[config.mk]
export PLATFORM = sky130hd
export DESIGN_NAME = spi_wishbone_bridge
export DESIGN_NICKNAME = d
export VERILOG_FILES = /design/src/rtl/spi_wishbone_bridge.sv
export SDC_FILE = /design/constraint.sdc
export NUM_CORES = 1
export LEC_CHECK = 0
export CORE_MARGIN = 2
export CORE_UTILIZATION = 50
export CTS_BUF_LIST = sky130_fd_sc_hd__clkbuf_8
export DETAILED_ROUTE_END_ITERATION = 7
export PLACE_DENSITY_LB_ADDON = 0.3
export SYNTH_ARGS = -nofsm -noshare
export SYNTH_HDL_FRONTEND = slang
export SYNTH_SLANG_ARGS = --single-unit
[constraint.sdc]
create_clock -name i_clk -period 3 [get_ports i_clk]
set_input_delay 0.3 -clock i_clk [delete_from_list [all_inputs] [get_ports i_clk]]
set_output_delay 0.3 -clock i_clk [all_outputs]
set_load 0.01 [all_outputs]
[src/rtl/spi_wishbone_bridge.sv]
// SPI mode-0 slave to Wishbone classic master bridge for 32-bit burst access.
// Define SPIWB_FRAME_TIMEOUT_EN to abort frames after TIMEOUT_CYCLES of SPI silence.
module spi_wishbone_bridge #(
    parameter int TIMEOUT_CYCLES = 65535
) (
    input  logic        i_clk,
    input  logic        i_resetn,
    input  logic        i_spi_clk,
    input  logic        i_spi_mosi,
    input  logic        i_spi_cs,
    output logic        o_spi_miso,
    output logic [31:0] m_wb_adr_o,
    input  logic [31:0] m_wb_dat_i,
    output logic [31:0] m_wb_dat_o,
    output logic        m_wb_we_o,
    output logic [3:0]  m_wb_sel_o,
    output logic        m_wb_stb_o,
    input  logic        m_wb_ack_i,
    input  logic        m_wb_err_i,
    output logic        m_wb_cyc_o,
    output logic        o_busy
);

    localparam logic [7:0] CMD_RD = 8'hA1;
    localparam logic [7:0] CMD_WR = 8'hA2;

    if (TIMEOUT_CYCLES < 1) begin : g_bad_timeout
        $error("TIMEOUT_CYCLES must be positive");
    end

    typedef enum logic [3:0] {
        IDLE, ADDR0, ADDR1, ADDR2, ADDR3,
        LEN0, LEN1, RDATA, WDATA, FLUSH
    } state_t;

    state_t state, state_d;

    logic [2:0]  sclk_q, cs_q;
    logic [1:0]  mosi_q;
    logic        sclk_rise, sclk_fall, cs_fall, cs_s, mosi_s;
    logic [2:0]  bit_cnt;
    logic [6:0]  rx_sh;
    logic [7:0]  rx_byte, tx_sh, tx_hold, next_byte;
    logic        byte_done, last_byte;

    logic        is_wr;
    logic [31:0] addr;
    logic [15:0] len, rx_cnt, ld_cnt;
    logic [15:0] len_next;

    logic [31:0] rd_word, rd_shift;
    logic        rd_vld, rd_req, ld_ev;
    logic [1:0]  ld_idx;

    logic [31:0] wr_buf, wr_word, wr_data;
    logic [1:0]  wr_cnt;
    logic [3:0]  wr_sel;
    logic [31:0] hold_dat;
    logic [3:0]  hold_sel;
    logic        hold_vld;
    logic        to_hit;

    assign sclk_rise = sclk_q[1] & ~sclk_q[2];
    assign sclk_fall = ~sclk_q[1] & sclk_q[2];
    assign cs_fall   = ~cs_q[1] & cs_q[2];
    assign cs_s      = cs_q[1];
    assign mosi_s    = mosi_q[1];

    assign rx_byte   = {rx_sh, mosi_s};
    assign byte_done = sclk_rise & ~cs_s & (bit_cnt == 3'd7);
    assign last_byte = (rx_cnt + 16'd1) == len;
    assign len_next  = {len[7:0], rx_byte};

    assign ld_ev     = sclk_fall & ~cs_s & (bit_cnt == 3'd0)
                     & (state == RDATA) & (ld_cnt < len);
    assign rd_shift  = rd_word << {ld_idx, 3'b000};
    assign next_byte = (ld_ev && rd_vld) ? rd_shift[31:24] : 8'h00;

    // Partial words are left-justified so the valid bytes lead.
    assign wr_word   = {wr_buf[23:0], rx_byte};
    assign wr_data   = wr_word << {~wr_cnt, 3'b000};
    assign wr_sel    = 4'hF << ~wr_cnt;

    assign o_spi_miso = tx_sh[7];
    assign o_busy     = (state != IDLE);

`ifdef SPIWB_FRAME_TIMEOUT_EN
    localparam int TW = $clog2(TIMEOUT_CYCLES + 1);
    localparam logic [TW-1:0] TO_MAX = TW'(TIMEOUT_CYCLES);
    logic [TW-1:0] to_cnt;
    logic          cs_chg;

    assign cs_chg = cs_q[1] ^ cs_q[2];
    assign to_hit = (state != IDLE) && (state != FLUSH) && (to_cnt == TO_MAX);

    always_ff @(posedge i_clk or negedge i_resetn) begin
        if (!i_resetn) begin
            to_cnt <= '0;
        end else if (sclk_rise || sclk_fall || cs_chg) begin
            to_cnt <= '0;
        end else if (to_cnt != TO_MAX) begin
            to_cnt <= to_cnt + 1'b1;
        end
    end
`else
    assign to_hit = 1'b0;
`endif

    always_ff @(posedge i_clk or negedge i_resetn) begin
        if (!i_resetn) state <= IDLE;
        else           state <= state_d;
    end

    always_comb begin
        state_d = state;
        unique case (state)
            IDLE:  if (byte_done && (rx_byte == CMD_RD || rx_byte == CMD_WR))
                       state_d = ADDR0;
            ADDR0: if (byte_done) state_d = ADDR1;
            ADDR1: if (byte_done) state_d = ADDR2;
            ADDR2: if (byte_done) state_d = ADDR3;
            ADDR3: if (byte_done) state_d = LEN0;
            LEN0:  if (byte_done) state_d = LEN1;
            LEN1:  if (byte_done) begin
                       if (len_next == 16'd0) state_d = IDLE;
                       else if (is_wr)        state_d = WDATA;
                       else                   state_d = RDATA;
                   end
            RDATA, WDATA: if (byte_done && last_byte) state_d = FLUSH;
            FLUSH: if (!m_wb_cyc_o && !hold_vld && !rd_req) state_d = IDLE;
            default: state_d = IDLE;
        endcase
        if (to_hit) state_d = FLUSH;
    end

    always_ff @(posedge i_clk or negedge i_resetn) begin
        if (!i_resetn) begin
            sclk_q     <= '0;
            cs_q       <= '0;
            mosi_q     <= '0;
            bit_cnt    <= '0;
            rx_sh      <= '0;
            tx_sh      <= '0;
            tx_hold    <= '0;
            is_wr      <= 1'b0;
            addr       <= '0;
            len        <= '0;
            rx_cnt     <= '0;
            ld_cnt     <= '0;
            ld_idx     <= '0;
            rd_word    <= '0;
            rd_vld     <= 1'b0;
            rd_req     <= 1'b0;
            wr_buf     <= '0;
            wr_cnt     <= '0;
            hold_dat   <= '0;
            hold_sel   <= '0;
            hold_vld   <= 1'b0;
            m_wb_adr_o <= '0;
            m_wb_dat_o <= '0;
            m_wb_we_o  <= 1'b0;
            m_wb_sel_o <= '0;
            m_wb_stb_o <= 1'b0;
            m_wb_cyc_o <= 1'b0;
        end else begin
            sclk_q <= {sclk_q[1:0], i_spi_clk};
            cs_q   <= {cs_q[1:0], i_spi_cs};
            mosi_q <= {mosi_q[0], i_spi_mosi};

            if (cs_s) begin
                bit_cnt <= '0;
                tx_sh   <= '0;
            end else begin
                if (sclk_rise) begin
                    rx_sh   <= rx_byte[6:0];
                    bit_cnt <= bit_cnt + 3'd1;
                end
                if (sclk_fall) begin
                    if (bit_cnt == 3'd0) begin
                        tx_sh   <= next_byte;
                        tx_hold <= next_byte;
                    end else begin
                        tx_sh <= {tx_sh[6:0], 1'b0};
                    end
                end
                // Re-present the pending byte after the host toggles CS.
                if (cs_fall) tx_sh <= tx_hold;
            end

            if (m_wb_cyc_o) begin
                if (m_wb_ack_i || m_wb_err_i) begin
                    m_wb_cyc_o <= 1'b0;
                    m_wb_stb_o <= 1'b0;
                    if (!m_wb_we_o) begin
                        rd_word <= m_wb_err_i ? 32'h0 : m_wb_dat_i;
                        rd_vld  <= 1'b1;
                    end
                end
            end else if (hold_vld) begin
                m_wb_cyc_o <= 1'b1;
                m_wb_stb_o <= 1'b1;
                m_wb_we_o  <= 1'b1;
                m_wb_adr_o <= addr;
                m_wb_dat_o <= hold_dat;
                m_wb_sel_o <= hold_sel;
                addr       <= addr + 32'd4;
                hold_vld   <= 1'b0;
            end else if (rd_req) begin
                m_wb_cyc_o <= 1'b1;
                m_wb_stb_o <= 1'b1;
                m_wb_we_o  <= 1'b0;
                m_wb_adr_o <= addr;
                m_wb_sel_o <= 4'hF;
                addr       <= addr + 32'd4;
                rd_req     <= 1'b0;
            end

            if (byte_done) begin
                unique case (state)
                    IDLE: is_wr <= (rx_byte == CMD_WR);
                    ADDR0, ADDR1, ADDR2, ADDR3: addr <= {addr[23:0], rx_byte};
                    LEN0: len <= len_next;
                    LEN1: begin
                        len    <= len_next;
                        rx_cnt <= '0;
                        ld_cnt <= '0;
                        ld_idx <= '0;
                        rd_vld <= 1'b0;
                        wr_cnt <= '0;
                        if (!is_wr && len_next != 16'd0) rd_req <= 1'b1;
                    end
                    RDATA: rx_cnt <= rx_cnt + 16'd1;
                    WDATA: begin
                        rx_cnt <= rx_cnt + 16'd1;
                        wr_buf <= wr_word;
                        wr_cnt <= wr_cnt + 2'd1;
                        if (wr_cnt == 2'd3 || last_byte) begin
                            hold_dat <= wr_data;
                            hold_sel <= wr_sel;
                            hold_vld <= 1'b1;
                        end
                    end
                    default: ;
                endcase
            end

            // Prefetch the next word once the current word's last byte is out.
            if (ld_ev) begin
                ld_cnt <= ld_cnt + 16'd1;
                ld_idx <= ld_idx + 2'd1;
                if (ld_idx == 2'd3) begin
                    rd_vld <= 1'b0;
                    if ((ld_cnt + 16'd1) < len) rd_req <= 1'b1;
                end
            end

            if (to_hit) begin
                rd_req <= 1'b0;
                wr_cnt <= '0;
                wr_buf <= '0;
            end
        end
    end

endmodule

==> reports/results.ini, run 1 <==
[outcome]
status=finished clean

[clock_network]
cts_tree=built
cts_max_level=2
cts_buffers=48
clockRootBuffer=clkbuf_8
clk_pin_slew_ns=0.06
cts_buffer_depth=3
numClockSinks=289
insertion_delay_ns=0.57

[sta]
fin_tns_setup_ns=0
finalCritPeriodShare_pct=94.09
setup_viol=0
hold_viol_final=0
slew_headroom_pct=36.29
fin_ws_ns=0.1773
rsz0062_at_grt=false
drv_slew=0
worst_pin_slew_ns=0.9556
fmax_mhz=354.3
fin_worst_skew_ns=0.02406
fin_crit_ns=2.823

[grt]
overflow=0
grt_util_all_layers_pct=20.97
grt_max_degree=90
grt_pass1_vias=10732
grt_pass1_wl_um=52650
antenna_found_initial=0

[power_and_ir_drop]
power.total_mw=8.151
leakage_nw=8.171
ir_worst_vdd_mv=0.3941
power_density_nw_per_um2=477.1

[synth]
synth_mux_area_share_pct=8.327
synth_seq_cells=289
yosys.area_share.simple_pct=19.53
synth_edf_count=0
syn_nets=1541
synth_compound_area_share_pct=10.91
syn_avg_cell_area_um2=9.768
synth_most_common_cell=nand2_1
synth-adder-area-share_pct=3.485
syn_inst=1463
synth_top_flop_cell=dfrtp_1
synth.yosys.seq_area_share_pct=50.61
yosysWarnings=0
synth_top_family_by_area=simple AND/OR/NAND/NOR gates
yosys-top-cells-area=dfrtp_1, nand2_1, mux2_2
yosys-top-cells-count=nand2_1, dfrtp_1, o21ai_0, clkbuf_1, mux2_2
postSynth.asyncResetShare_pct=100.0
ys_types=67
netlist_area_um2=14290
yosys.area.top_type=dfrtp_1
synth_xor_area_share_pct=3.677
synth_top_area_share_pct=50.61

[detailed_routing]
routedWlPerCell_um=15.63
drtIter0Drc=670
viasPerCell=5.426
routed_wl_um=31350
ant_nets=0
drcViolationCount=0
first_pass_iters=6
via_count=10884

[cells_and_area]
diodes=0
nNetsFinal=1669
fillers=2380
area_growth_pct=19.56
drive_gt1_share_pct=14.37
final-seq-area_um2=7236
finish.instance_area_um2=17090
final_core_util_pct=61.16
multiInputGateArea_um2=6599

[place]
place_ws_ns=0.1590
dpl-instance-area_um2=15950
routabilityCongestion=0.8999
dpl.hpwl_um=21550
io_buffers=111

[worst_setup_path]
worstPathArrival_ns=3.28
worstSetupStartpointType=flop
crit_fanout=53
cp_data_required_time_ns=3.45
worstSetupPathType=flop to flop
crit_path_start=rx_cnt[1]$_DFFE_PN0P_
end_kind=flop
r2r_cells=10
r2r-start=rx_cnt[1]$_DFFE_PN0P_

[floorplanning]
start_util_pct=51.16
die-height_um=173.1
num_rows=61
core_um2=27930
ioPinCount=112
die_area_um2=29950
die_x_um=173.1

[worst_hold_path]
min_path_type=input pin to flop
hold_start=i_spi_mosi
min_path_cells=1

[run]
cap_violations=0

cells in the final DEF, fill, tap and decap left out, drive strengths merged, types with 16 or more instances in the layout:
cell,n
nand2,363
dfrtp,289
clkdlybuf4s50,110
o21ai,108
mux2,69
clkbuf,67
buf,55
nand3,52
nor2,51
a21oi,48
inv,43
ha,39
xnor2,33
nand3b,32
xor2,27
a21o,20
mux2i,18
nand4,17
and3,17
o31ai,16
nand2b,16
what timing repair did:
item	4_1_cts	5_1_grt
hold endpoints to repair	82	0
hold buffers	1	0
setup endpoints to repair	0	20
buffers inserted	0	5
resized for setup	0	6
where the power goes:
part	total [mW]	switching, mW	internal (mW)
Clock	3.72	1.56	2.16
Sequential	4.02	0.0779	3.94
Combinational	0.410	0.234	0.176
state kept, by name (all words and copies together), names as in the netlist, 3 cells and up:
register	flops
hold_sel	4
rx_cnt	16
m_wb_adr_o	32
rx_sh	7
hold_dat	32
len	16
wr_buf	24
bit_cnt	3
sclk_q	3
cs_q	3
rd_word	32
ld_cnt	16
state	4
tx_hold	8
m_wb_dat_o	32
m_wb_sel_o	4
tx_sh	8
addr	32
area by class of cell:
| type | instances | area share [%] |
|---|---|---|
| Sequential cell | 289 | 42.35 |
| Multi-Input combinational cell | 1052 | 38.62 |
| Timing Repair Buffer | 166 | 9.257 |
| Clock buffer | 67 | 5.397 |
| Tap cell | 378 | 2.768 |
| Clock inverter | 20 | 0.8568 |
| Inverter | 34 | 0.7470 |
critical path, stage by stage (launching register included):
cell and delay [ns]:
dfrtp_1 0.42, ha_1 0.31, nand3_1 0.18, nor4_1 0.47, buf_4 0.20, a31oi_1 0.08
nand4_1 0.15, a2111oi_4 0.08, o21ai_4 0.17, buf_12 0.27, mux2_2 0.37
path summary, 6_finish.rpt:
path	endpoint	slack [ns]
setup / recovery	hold_dat[16]$_DFFE_PN0P_	0.18
hold / removal	mosi_q[0]$_DFF_PN0_	0.18
setup reg to reg	hold_dat[16]$_DFFE_PN0P_	0.18
hold reg to reg	cs_q[1]$_DFF_PN0_	0.35
max in group asynchronous	rx_cnt[2]$_DFFE_PN0P_	1.77
min in group asynchronous	m_wb_dat_o[24]$_DFFE_PN0P_	0.33
metal layers:
layer	global-route usage, %	vias to the layer above	wire length [um]
met5	0	-	0
met3	3.012	68	1374
met4	7.345	0	844
met1	28.47	5270	14320
li1	-	5286	-
met2	34.57	260	14810
cell families (layout without fill, tap and decap cells):
group	Yosys count	after routing
AOI/OAI and AO/OA	250	250
muxes	95	95
buffers and inverters	122	287
adders and majority gates	40	40
DFF	289	289
and+or+nand+nor	607	607
xor gates and xnor gates	60	60
through the flow:
stage / cells / hold WS (ns)
2_1_floorplan: 1463 / 0.004409
3_3_place_gp: 1913 / 0.3358
3_5_place_dp: 1913 / 0.3347
4_1_cts: 2001 / 0.1525
5_1_grt: 2006 / 0.1708
6_report: 2006 / 0.1785
No activity file was read; power rests on OpenSTA's default activity.
==> run 2, diff against run 1 <==
clock period = 2.8 ns   (was 3 ns; I/O delays follow)
==> run 2 against run 1 <==
Sequential power is 6.7% higher. Worst hold slack got worse by 0.026 ns. Sequential share of layout area down 0.34 points. Combinational power up 24%. Final area rose by 0.82%. Sequential cell count is the same. Fmax is 4.3% higher. Wire length is 1.8% higher.
==> reports/results.ini, run 2 (synthesis results as in run 1) <==
[cells_and_area]
fillers=2344  ; -1.5%
multiInputGateArea_um2=6709  ; +1.7%
fin_cells=2018  ; +0.60%
layout_commonest_cell=nand2_1
finish.instance_area_um2=17230  ; +0.82%
drive_gt1_share_pct=15.49  ; +1.1 points
final-seq-area_um2=7237  ; about the same
diodes=0  ; unchanged
nNetsFinal=1683  ; +0.84%
area_growth_pct=20.54
layout_common_cells=nand2_1, dfrtp_1, clkdlybuf4s50_1

[clock_network]
cts_buffer_depth=3  ; unchanged
cts_buffers=48  ; unchanged
numClockSinks=289  ; unchanged
clk_pin_slew_ns=0.06  ; about the same
cts_tree=built
cts_max_level=2  ; unchanged
insertion_delay_ns=0.58  ; about the same
clockRootBuffer=clkbuf_8

[worst_setup_path]
rr_endpoint=hold_dat[21]$_DFFE_PN0P_
crit_slowest_cell=a2111oi_4
crit_fanout=35  ; -34%
worstSetupStartpointType=flop
r2r_cells=9  ; -1
critPathCapture=hold_dat[21]$_DFFE_PN0P_
rrSetupSlack_ns=0.09  ; -0.08 ns
crit_path_start=rx_cnt[0]$_DFFE_PN0P_
worstSetupPathType=flop to flop
path_cells=buf_4 -> and4_1 -> nand3_1 -> xnor2_2 -> nand4b_4 -> a2111oi_4 -> o21ai_4 -> buf_12 -> mux2_4
worstPathArrival_ns=3.16  ; -0.12 ns
r2r-start=rx_cnt[0]$_DFFE_PN0P_
cp_data_required_time_ns=3.26  ; -0.19 ns
cp_slowest_stage_delay_ns=0.45  ; -0.02 ns
end_kind=flop

[detailed_routing]
routed_wl_um=31920  ; +1.8%
ant_nets=0  ; unchanged
routedWlPerCell_um=15.82  ; +1.2%
viasPerCell=5.433  ; +0.14%
via_count=10964  ; +0.74%
first_pass_iters=5  ; -1
drtIter0Drc=677  ; +1.0%
drcViolationCount=0  ; unchanged

[power_and_ir_drop]
p_clk_share_pct=43.6  ; -2.0 points
p_int_mw=6.483  ; +3.3%
switching_power_mw=2.033  ; +8.6%
power_density_nw_per_um2=494.3  ; +3.6%
p_comb_share_pct=6.0  ; +1.0 points
seqPwrFrac_pct=50.4  ; +1.1 points
swShare_pct=23.87  ; +0.90 points
leakage_nw=8.287  ; +1.4%
ir_worst_vdd_mv=0.3538  ; -10%

[floorplanning]
num_rows=61  ; unchanged
die_x_um=173.1  ; unchanged
die_area_um2=29950  ; unchanged
ioPinCount=112  ; unchanged
start_util_pct=51.16  ; unchanged
core_um2=27930  ; unchanged
die-height_um=173.1  ; unchanged

[outcome]
status=finished clean

[sta]
setup_viol=0  ; unchanged
slew_headroom_pct=19.17  ; -17 points
fmax_mhz=369.4  ; +4.3%
fin_ws_ns=0.09296  ; -0.08432 ns
fin_worst_skew_ns=0.02547  ; +0.001405 ns
hold_viol_final=0  ; unchanged
drv_slew=0  ; unchanged
worst_pin_slew_ns=1.211  ; +0.2556 ns
finalCritPeriodShare_pct=96.68  ; +2.6 points
fin_crit_ns=2.707  ; -0.1157 ns

[place]
dpl-instance-area_um2=16070  ; +0.79%
io_buffers=111  ; unchanged
dpl.hpwl_um=22360  ; +3.7%
dp.cells=1928  ; +0.78%
routabilityCongestion=0.8949  ; -0.56%
place_ws_ns=-0.04657  ; -0.2056 ns

[grt]
grt_max_degree=91  ; +1.1%
grt_util_all_layers_pct=21.46  ; +0.49 points
grt_pass1_vias=10963  ; +2.2%
overflow=0  ; unchanged
grt_pass1_wl_um=53650  ; +1.9%
antenna_found_initial=0  ; unchanged

[worst_hold_path]
min_path_type=input pin to flop
hold_start=i_spi_mosi

[run]
cap_violations=0  ; unchanged

run 2: metrics by stage:
step                       TNS, ns  hold WS [ns]  total power [mW]  util (%)
after floorplan                  0      -0.01559             4.545         -
after global placement           0        0.3456             4.867     57.54
after detailed placement  -0.04657        0.3499             4.873     57.54
after CTS                        0        0.1216             8.620     61.13
after global routing       -0.2785        0.1389             8.849     61.66
final                            0        0.1520             8.515     61.66
run 2: what timing repair did:
action | 4_1_cts | 5_1_grt
gates resized for setup | 2 | 27
hold buffers | 1 | 0
endpoints found under the setup margin | 1 | 28
setup buffers | 0 | 4
endpoints found under the hold margin | 83 | 0
pin swaps | 0 | 10
run 2: area by class of cell:
class                           instances  area share, %
Inverter                               34         0.7409
Sequential cell                       289          42.01
Tap cell                              378          2.746
Timing Repair Buffer                  180          9.864
Multi-Input combinational cell       1052          38.95
Clock inverter                         24         0.8135
Clock buffer                           61          4.874
run 2: power groups by stage:
stage | Sequential, mW | Clock (mW) | Combinational [mW]
5_1_grt | 4.30 | 4.00 | 0.550
4_1_cts | 4.29 | 3.82 | 0.509
6_report | 4.29 | 3.71 | 0.507
3_5_place_dp | 4.37 | 0 | 0.508
2_1_floorplan | 4.31 | 0 | 0.232
3_3_place_gp | 4.36 | 0 | 0.504
run 2: worst min path at each step:
stage | cells past startpoint | slack [ns] | end
2_1_floorplan | 0 | -0.02 | addr[0]$_DFFE_PN0P_
3_3_place_gp | 1 | 0.35 | m_wb_dat_o[24]$_DFFE_PN0P_
3_5_place_dp | 1 | 0.35 | m_wb_dat_o[24]$_DFFE_PN0P_
4_1_cts | 1 | 0.12 | mosi_q[0]$_DFF_PN0_
5_1_grt | 1 | 0.14 | sclk_q[0]$_DFF_PN0_
6_report | 1 | 0.15 | mosi_q[0]$_DFF_PN0_
run 2: worst max-delay path, delay by kind of cell (launching register included):
| kind | cells | cell delay (ns) |
|---|---|---|
| AO/OA/AOI/OAI | 2 | 0.55 |
| XOR/XNOR | 1 | 0.29 |
| buffers and inverters | 2 | 0.35 |
| flip-flops | 1 | 0.39 |
| multiplexers | 1 | 0.31 |
| AND/OR/NAND/NOR | 3 | 0.69 |
run 2: routing by layer:
layer / GRT usage [%] / up-vias / part of all wire (%)
met4: 7.698 / 0 / 3.0
met5: 0 / - / 0
met2: 35.25 / 282 / 47
met1: 29.05 / 5281 / 45
li1: - / 5324 / -
met3: 3.276 / 77 / 4.8
